<file path="config.mk">
export PLATFORM = sky130hd
export DESIGN_NAME = sync_pulse_rx_multi
export DESIGN_NICKNAME = d
export VERILOG_FILES = /design/src/rtl/sync_pulse_pkg.sv /design/src/rtl/sync_pulse_chan.sv /design/src/rtl/sync_pulse_rx_multi.sv
export SDC_FILE = /design/constraint.sdc
export NUM_CORES = 1
export LEC_CHECK = 0
export CORE_MARGIN = 1.5
export CORE_UTILIZATION = 45
export DETAILED_ROUTE_END_ITERATION = 10
export GPL_ROUTABILITY_DRIVEN = 0
export PLACE_DENSITY_LB_ADDON = 0.1
export SETUP_SLACK_MARGIN = 0.1
export SLEW_MARGIN = 25
export SYNTH_ARGS = -nofsm -noshare
export SYNTH_HDL_FRONTEND = slang
export SYNTH_SLANG_ARGS = --single-unit
</file>
<file path="constraint.sdc">
create_clock -name clk -period 5.5 [get_ports clk]
set_input_delay 1.375 -clock clk [delete_from_list [all_inputs] [get_ports clk]]
set_output_delay 1.375 -clock clk [all_outputs]
set_load 0.01 [all_outputs]
</file>
<file path="src/rtl/sync_pulse_pkg.sv">
// Shared definitions for the multi-channel pulse receiver: edge-mode encodings
// and the gap-counter width helper.
package sync_pulse_pkg;

    typedef enum logic [1:0] {
        MODE_RISE  = 2'b00,
        MODE_FALL  = 2'b01,
        MODE_BOTH  = 2'b10,
        MODE_LEVEL = 2'b11
    } mode_e;

    // Gap counter must hold GAP itself; a zero gap still needs one bit.
    function automatic int gap_w(input int gap);
        int w;
        w = $clog2(gap + 1);
        if (w < 1) begin
            w = 1;
        end else begin
            w = w;
        end
        return w;
    endfunction

endpackage

</file>
<file path="src/rtl/sync_pulse_chan.sv">
// One receiver channel: synchronizer, edge detect, saturating pending queue,
// inter-pulse gap counter and sticky overflow flag.
module sync_pulse_chan
    import sync_pulse_pkg::*;
#(
    parameter int SYNC_STAGES = 2,
    parameter int CNT_W       = 3,
    parameter int GAP         = 1
) (
    input  logic       clk,
    input  logic       rst_n,
    input  logic       async_in,
    input  logic [1:0] mode,
    input  logic       ovf_clr,
    output logic       pulse_out,
    output logic       signal_out,
    output logic       busy,
    output logic       ovf
);

    localparam int               GAP_W    = gap_w(GAP);
    localparam logic [CNT_W-1:0] PEND_MAX = {CNT_W{1'b1}};
    localparam logic [CNT_W-1:0] PEND_ONE = CNT_W'(1);
    localparam logic [CNT_W-1:0] PEND_ZERO = {CNT_W{1'b0}};
    localparam logic [GAP_W-1:0] GAP_LOAD = GAP_W'(GAP);
    localparam logic [GAP_W-1:0] GAP_ONE  = GAP_W'(1);
    localparam logic [GAP_W-1:0] GAP_ZERO = {GAP_W{1'b0}};

    logic [SYNC_STAGES-1:0] sync_r;
    logic                   hist_r;
    logic [CNT_W-1:0]       pend_r;
    logic [GAP_W-1:0]       gap_r;
    logic                   pulse_r;
    logic                   busy_r;
    logic                   ovf_r;

    logic                   last_s;
    logic                   event_s;
    logic                   issue_s;
    logic                   drop_s;
    logic [CNT_W-1:0]       pend_next_s;
    logic [GAP_W-1:0]       gap_next_s;
    logic                   ovf_next_s;

    assign last_s = sync_r[SYNC_STAGES-1];

    // Edge classification of the synchronized level against its one-cycle history.
    always_comb begin
        event_s = 1'b0;
        case (mode_e'(mode))
            MODE_RISE:  event_s = last_s & ~hist_r;
            MODE_FALL:  event_s = ~last_s & hist_r;
            MODE_BOTH:  event_s = last_s ^ hist_r;
            MODE_LEVEL: event_s = 1'b0;
            default:    event_s = 1'b0;
        endcase
    end

    // Queue, gap and overflow next-state; a simultaneous issue absorbs an event at max.
    always_comb begin
        issue_s = (pend_r != PEND_ZERO) && (gap_r == GAP_ZERO);
        drop_s  = event_s && !issue_s && (pend_r == PEND_MAX);

        if (event_s && !issue_s) begin
            if (pend_r != PEND_MAX) begin
                pend_next_s = pend_r + PEND_ONE;
            end else begin
                pend_next_s = pend_r;
            end
        end else if (issue_s && !event_s) begin
            pend_next_s = pend_r - PEND_ONE;
        end else begin
            pend_next_s = pend_r;
        end

        if (issue_s) begin
            gap_next_s = GAP_LOAD;
        end else if (gap_r != GAP_ZERO) begin
            gap_next_s = gap_r - GAP_ONE;
        end else begin
            gap_next_s = gap_r;
        end

        if (drop_s) begin
            ovf_next_s = 1'b1;
        end else if (ovf_clr) begin
            ovf_next_s = 1'b0;
        end else begin
            ovf_next_s = ovf_r;
        end
    end

    // Channel state registers; every output comes straight from a flop.
    always_ff @(posedge clk or negedge rst_n) begin
        if (!rst_n) begin
            sync_r  <= {SYNC_STAGES{1'b0}};
            hist_r  <= 1'b0;
            pend_r  <= PEND_ZERO;
            gap_r   <= GAP_ZERO;
            pulse_r <= 1'b0;
            busy_r  <= 1'b0;
            ovf_r   <= 1'b0;
        end else begin
            sync_r  <= {sync_r[SYNC_STAGES-2:0], async_in};
            hist_r  <= last_s;
            pend_r  <= pend_next_s;
            gap_r   <= gap_next_s;
            pulse_r <= issue_s;
            busy_r  <= (pend_next_s != PEND_ZERO) || (gap_next_s != GAP_ZERO);
            ovf_r   <= ovf_next_s;
        end
    end

    assign pulse_out  = pulse_r;
    assign signal_out = last_s;
    assign busy       = busy_r;
    assign ovf        = ovf_r;

endmodule

</file>
<file path="src/rtl/sync_pulse_rx_multi.sv">
// Multi-channel asynchronous event receiver: CH independent copies of
// sync_pulse_chan with no cross-channel interaction.
module sync_pulse_rx_multi
    import sync_pulse_pkg::*;
#(
    parameter int CH          = 4,
    parameter int SYNC_STAGES = 2,
    parameter int CNT_W       = 3,
    parameter int GAP         = 1
) (
    input  logic            clk,
    input  logic            rst_n,
    input  logic [CH-1:0]   async_in,
    input  logic [2*CH-1:0] mode,
    input  logic [CH-1:0]   ovf_clr,
    output logic [CH-1:0]   pulse_out,
    output logic [CH-1:0]   signal_out,
    output logic [CH-1:0]   busy,
    output logic [CH-1:0]   ovf
);

    for (genvar i = 0; i < CH; i++) begin : g_chan
        sync_pulse_chan #(
            .SYNC_STAGES (SYNC_STAGES),
            .CNT_W       (CNT_W),
            .GAP         (GAP)
        ) u_chan (
            .clk        (clk),
            .rst_n      (rst_n),
            .async_in   (async_in[i]),
            .mode       (mode[2*i +: 2]),
            .ovf_clr    (ovf_clr[i]),
            .pulse_out  (pulse_out[i]),
            .signal_out (signal_out[i]),
            .busy       (busy[i]),
            .ovf        (ovf[i])
        );
    end

endmodule

</file>
# After elaboration in Yosys (flattened, before gate mapping)
# Index checks and enable logic that the tools add are counted.
[classes] add_sub_neg=12 n_mul=0 div=0 n_lt_le_gt_ge=0 n_eq_ne=20 n_shift=0 mux=32 bitwise=24 n_reduce_logical=44
[op_table] op="$mux W3" n=12
[op_table] op="$reduce_bool A3 Y1" n=8
[op_table] op="$eq A2 B2 Y1 const B" n=8
[op_table] op="$logic_and A1 B1 Y1" n=16
[op_table] op="$mux W1" n=16
[op_table] op="$pmux W1 S4" n=4
[op_table] op="$add A3 B1 Y3 const B" n=4
[op_table] op="$eq A3 B3 Y1 const B" n=4
[op_table] op="$ne A3 B3 Y1 const B" n=4
[op_table] op="$not A1 Y1" n=12
[op_table] op="$sub A3 B1 Y3 const B" n=4
[op_table] op="$and A1 B1 Y1" n=8
[op_table] op="$eq A2 B1 Y1 const B" n=4
[op_table] op="$logic_not A1 Y1" n=8
[op_table] op="$logic_not A2 Y1" n=4
[op_table] op="$reduce_bool A2 Y1" n=4
[op_table] op="$logic_or A1 B1 Y1" n=4
[op_table] op="$sub A1 B1 Y1 const B" n=4
[op_table] op="$xor A1 B1 Y1" n=4
[totals] reg_bits=40 latch_bits=0 ram_bits=0 mem_bits_ro=0 inputBits=18 wordCells=160 n_memories=0

# Depth between registers and ports, before layout
[depth] depth_word=9 ltp_mapped=8 mapped_depth_nobuf=8

# Cells and area by module
# Synthesis repeated with hierarchy kept, for this count alone.
[unflattened] cells_unflattened=200 area_unflattened_um2=2142.1
[modules_own_cells] mod="sync_pulse_chan" instances=4 cells_each=50 area_per_inst_um2=535.5

# Least setup slack after synthesis
# Ideal clock, no wire load.
[synth_path] kind="input-to-reg" start="in mode[2]" end="reg g_chan[1].u_chan.busy_r" setup_time_ns=0.139 arrival_ns=2.619 t_required_ns=5.361 path_slack_ns=2.742 path_stages=5 path_cell_list="nand2b_1 -> o22ai_1 -> mux2i_1 -> xnor2_1 -> or4_1"
[synth_between] elab_chain_cells=8 word_cells_on_any_way=12
[synth_lines] item="start, declared" line_no="sync_pulse_rx_multi.sv:14" source="input logic [2*CH-1:0] mode,"
[synth_lines] item="$eq A2 B2 Y1, or another cell as far along" line_no="sync_pulse_chan.sv:50" source="case (mode_e'(mode))"
[synth_lines] item="$pmux W1 S4 *" line_no="sync_pulse_chan.sv:50"
[synth_lines] item="$logic_not A1 Y1" line_no="sync_pulse_chan.sv:70" source="end else if (issue_s && !event_s) begin"
[synth_lines] item="$logic_and A1 B1 Y1" line_no="sync_pulse_chan.sv:70"
[synth_lines] item="$mux W3" line_no="sync_pulse_chan.sv:70"
[synth_lines] item="$mux W3 *" line_no="sync_pulse_chan.sv:64" source="if (event_s && !issue_s) begin"
[synth_lines] item="named net g_chan[1].u_chan.pend_next_s[0]" line_no="sync_pulse_chan.sv:41" source="logic [CNT_W-1:0] pend_next_s;"
[synth_lines] item="$reduce_bool A3 Y1 *" line_no="sync_pulse_chan.sv:109" source="busy_r <= (pend_next_s != PEND_ZERO) || (gap_next_s != GAP_ZERO);"
[synth_lines] item="$logic_or A1 B1 Y1 *" line_no="sync_pulse_chan.sv:109"
[synth_lines] item="end signal, assigned" line_no="sync_pulse_chan.sv:109"
[synth_lines] item="end, declared" line_no="sync_pulse_chan.sv:34" source="logic busy_r;"
# Mark *: on every way through the listed nets, which the timed path passes. The rest lies on a longest branch.
# A chain may end at the register's enable or synchronous reset.

# Final worst setup path
# Same ends and word-level chain as after synthesis.

==> run metrics <==
status completed; Via density between 5 and 6; clock buffer depth 2; Seq cells post-synth 36; crit share post-route 55.73%; YS warnings 0; Commonest cells post-synth dfrtp_1, inv_1, ha_1; ratio of cells with drive above 1 in the final layout slightly above 6%; Core ar. roughly 4400 um2; Max Fanout on Critical Path 7; maximum vdd ir drop between 0.0002 and 0.00025 V; htree depth 2; antenna cells 0; Die Height 70.57 um; Crit. End Element flip-flop; Async SR Flop Fraction 100.0%; crit path DAT between 3 and 4 ns; post-route minimum period between 3 and 4 ns; hpwl dp ~2700 um; Yosys top cell by area dfrtp_1; Avg Synthesized Cell Area 10.17 um2; sequential share of the synthesized area around 44%; Tot GR Track Use ~16%; Cell Area, Placed around 2300 um2; WL final approximately 3600 um; first-pass GRT wire length between 6000 and 7000 um; Die Span X approximately 71 um; synth unique cells 43; IO Pins 34; Syn Inst Count between 200 and 250; routed length per instance roughly 13 um; Synth Cell Area slightly above 2000 um2; f_max 326.2 MHz; largest net degree at the start of global routing 37; clk sinks 36; CP Class input port to flip-flop; Final Setup Violations 0; setup bufs post-CTS 0; Fin. Hold Viols 0; CTS resizes 0; row count 24; Hold WC Path Type flip-flop to flip-flop; Remaining DRCs 0; clk slew on worst S/H paths 0.07 ns; Worst Setup Start Kind input port; Root Driver clkbuf_8; Slew Viols, Final 0; max_cap viols 0; Critical Path RT 5.66 ns; top area cells in the synthesized netlist dfrtp_1, ha_1, buf_4, inv_1, mux2i_1; design area between 2000 and 2500 um2; number of DRC markers in iteration 0 94; initial core utilization between 40% and 50%; slew margin rel. a little under half; setup repair after global routing missed its margin false; Worst-Margin Slew ~0.79 ns; P per Cell Area ~460 nW/um2; Main synth FF type dfrtp_1; syn nets 240; Antenna Nets Post-Route 0; I/O Buffers 33; top-count cell post-synth dfrtp_1; GRT overflow 0; setup_tns 0 ns; vias in the first global route roughly 1500; number of buffers created by CTS 5; via count about 1500; Syn-to-layout area delta 17.36%; CTS tree done; hold_buf cts 0; drt pass-1 iters 4; Worst-Skew Late Latency around 0.28 ns; number of synthesized flops with an enable pin 0; Setup Skew ~0.004 ns; full die area 4980 um2; # nets final approximately 260; Leakage Power approximately 1.1 nW; area share of the leading cell type in the synthesized netlist 43.85%; initial antenna violation count 0
-- final timing paths --
path | startpoint | end | slack (ns) | depth (start not counted)
max in group asynchronous | rst_n | g_chan[3].u_chan.pend_r[1] | 3.82 | 1
min in group asynchronous | rst_n | g_chan[2].u_chan.gap_r | 1.17 | 1
hold / removal | g_chan[2].u_chan.sync_r[0] | g_chan[2].u_chan.sync_r[1] | 0.35 | 0
setup / recovery | mode[2] | g_chan[1].u_chan.busy | 2.43 | 6
setup reg to reg | g_chan[0].u_chan.sync_r[1] | g_chan[0].u_chan.busy | 3.35 | 6
hold reg to reg | g_chan[2].u_chan.sync_r[0] | g_chan[2].u_chan.sync_r[1] | 0.35 | 0
-- per-layer routing --
layer  vias up  track usage [%]  wire (um)
met3         5            4.416        139
li1        727                -          -
met1       702            19.39       1665
met2        30            27.25       1710
met4         0            5.870         59
met5         -                0          0
-- cell type report --
| class | count | area (um2) |
|---|---|---|
| Clock buffer | 8 | 90.09 |
| Fill cell | 382 | 1973 |
| Inverter | 29 | 108.9 |
| Multi-Input combinational cell | 120 | 920.9 |
| Sequential cell | 36 | 900.9 |
| Tap cell | 52 | 65.06 |
| Timing Repair Buffer | 33 | 325.3 |
-- sequential cells by signal (all words and copies together), names as in the netlist --
| register | cells |
|---|---|
| g_chan.u_chan.sync_r | 8 |
| g_chan.u_chan.gap_r | 4 |
| g_chan.u_chan.busy | 4 |
| g_chan.u_chan.pend_r | 12 |
| g_chan.u_chan.hist_r | 4 |
| g_chan.u_chan.ovf | 4 |
-- placed cells by master, fill, tap and decap left out, types with 2 or more instances in the layout --
cell,n
xnor2_1,4
nand2_1,6
nand2b_1,2
mux2i_1,8
o32ai_1,3
clkbuf_1,2
nor2b_1,4
ha_1,20
a311o_1,2
dfrtp_1,36
or4_1,4
o21ai_0,8
o21ai_1,4
o22ai_1,4
clkdlybuf4s50_1,32
inv_1,28
o221ai_1,2
a21oi_1,14
and2_1,3
nor2_1,10
clkbuf_8,6
-- cells by family (layout without fill, tap and decap cells) --
group / count (synthesis) / in the layout / share of synthesized area (%)
flops: 36 / 36 / 43.85
fa+ha+maj: 20 / 20 / 12.18
mux: 9 / 9 / 4.446
buf+inv: 46 / 70 / 11.33
compound gates: 46 / 46 / 14.68
simple gates: 41 / 41 / 11.82
xor+xnor: 4 / 4 / 1.705
-- worst max-delay path: stages --
cell and delay, ns:
clkdlybuf4s50_1 0.43, nand2b_1 0.15, o22ai_1 0.41, mux2i_1 0.30, xnor2_1 0.10, or4_1 0.46
-- metrics by stage --
step | cells | hold WS (ns) | power (mW) | worst slack, ns | utilization [%]
finish | 278 | 0.3485 | 1.115 | 2.435 | 54.99
global route | 278 | 0.3602 | 1.224 | 2.312 | 54.99
CTS | 278 | 0.3526 | 1.125 | 2.432 | 54.99
detailed placement | 270 | 0.3404 | 0.9292 | 2.141 | 52.94
global placement | 270 | 0.3335 | 0.8968 | 2.215 | 52.94
floorplan | 202 | 0.3312 | 0.8004 | 2.742 | -
-- report_power, final --
group	internal (mW)	switching [mW]	total (mW)
registers	0.341	0.0696	0.411
clock network	0.102	0.0890	0.191
logic	0.244	0.269	0.514
total	0.687	0.428	1.12
Power figures use the tool's default switching activity.
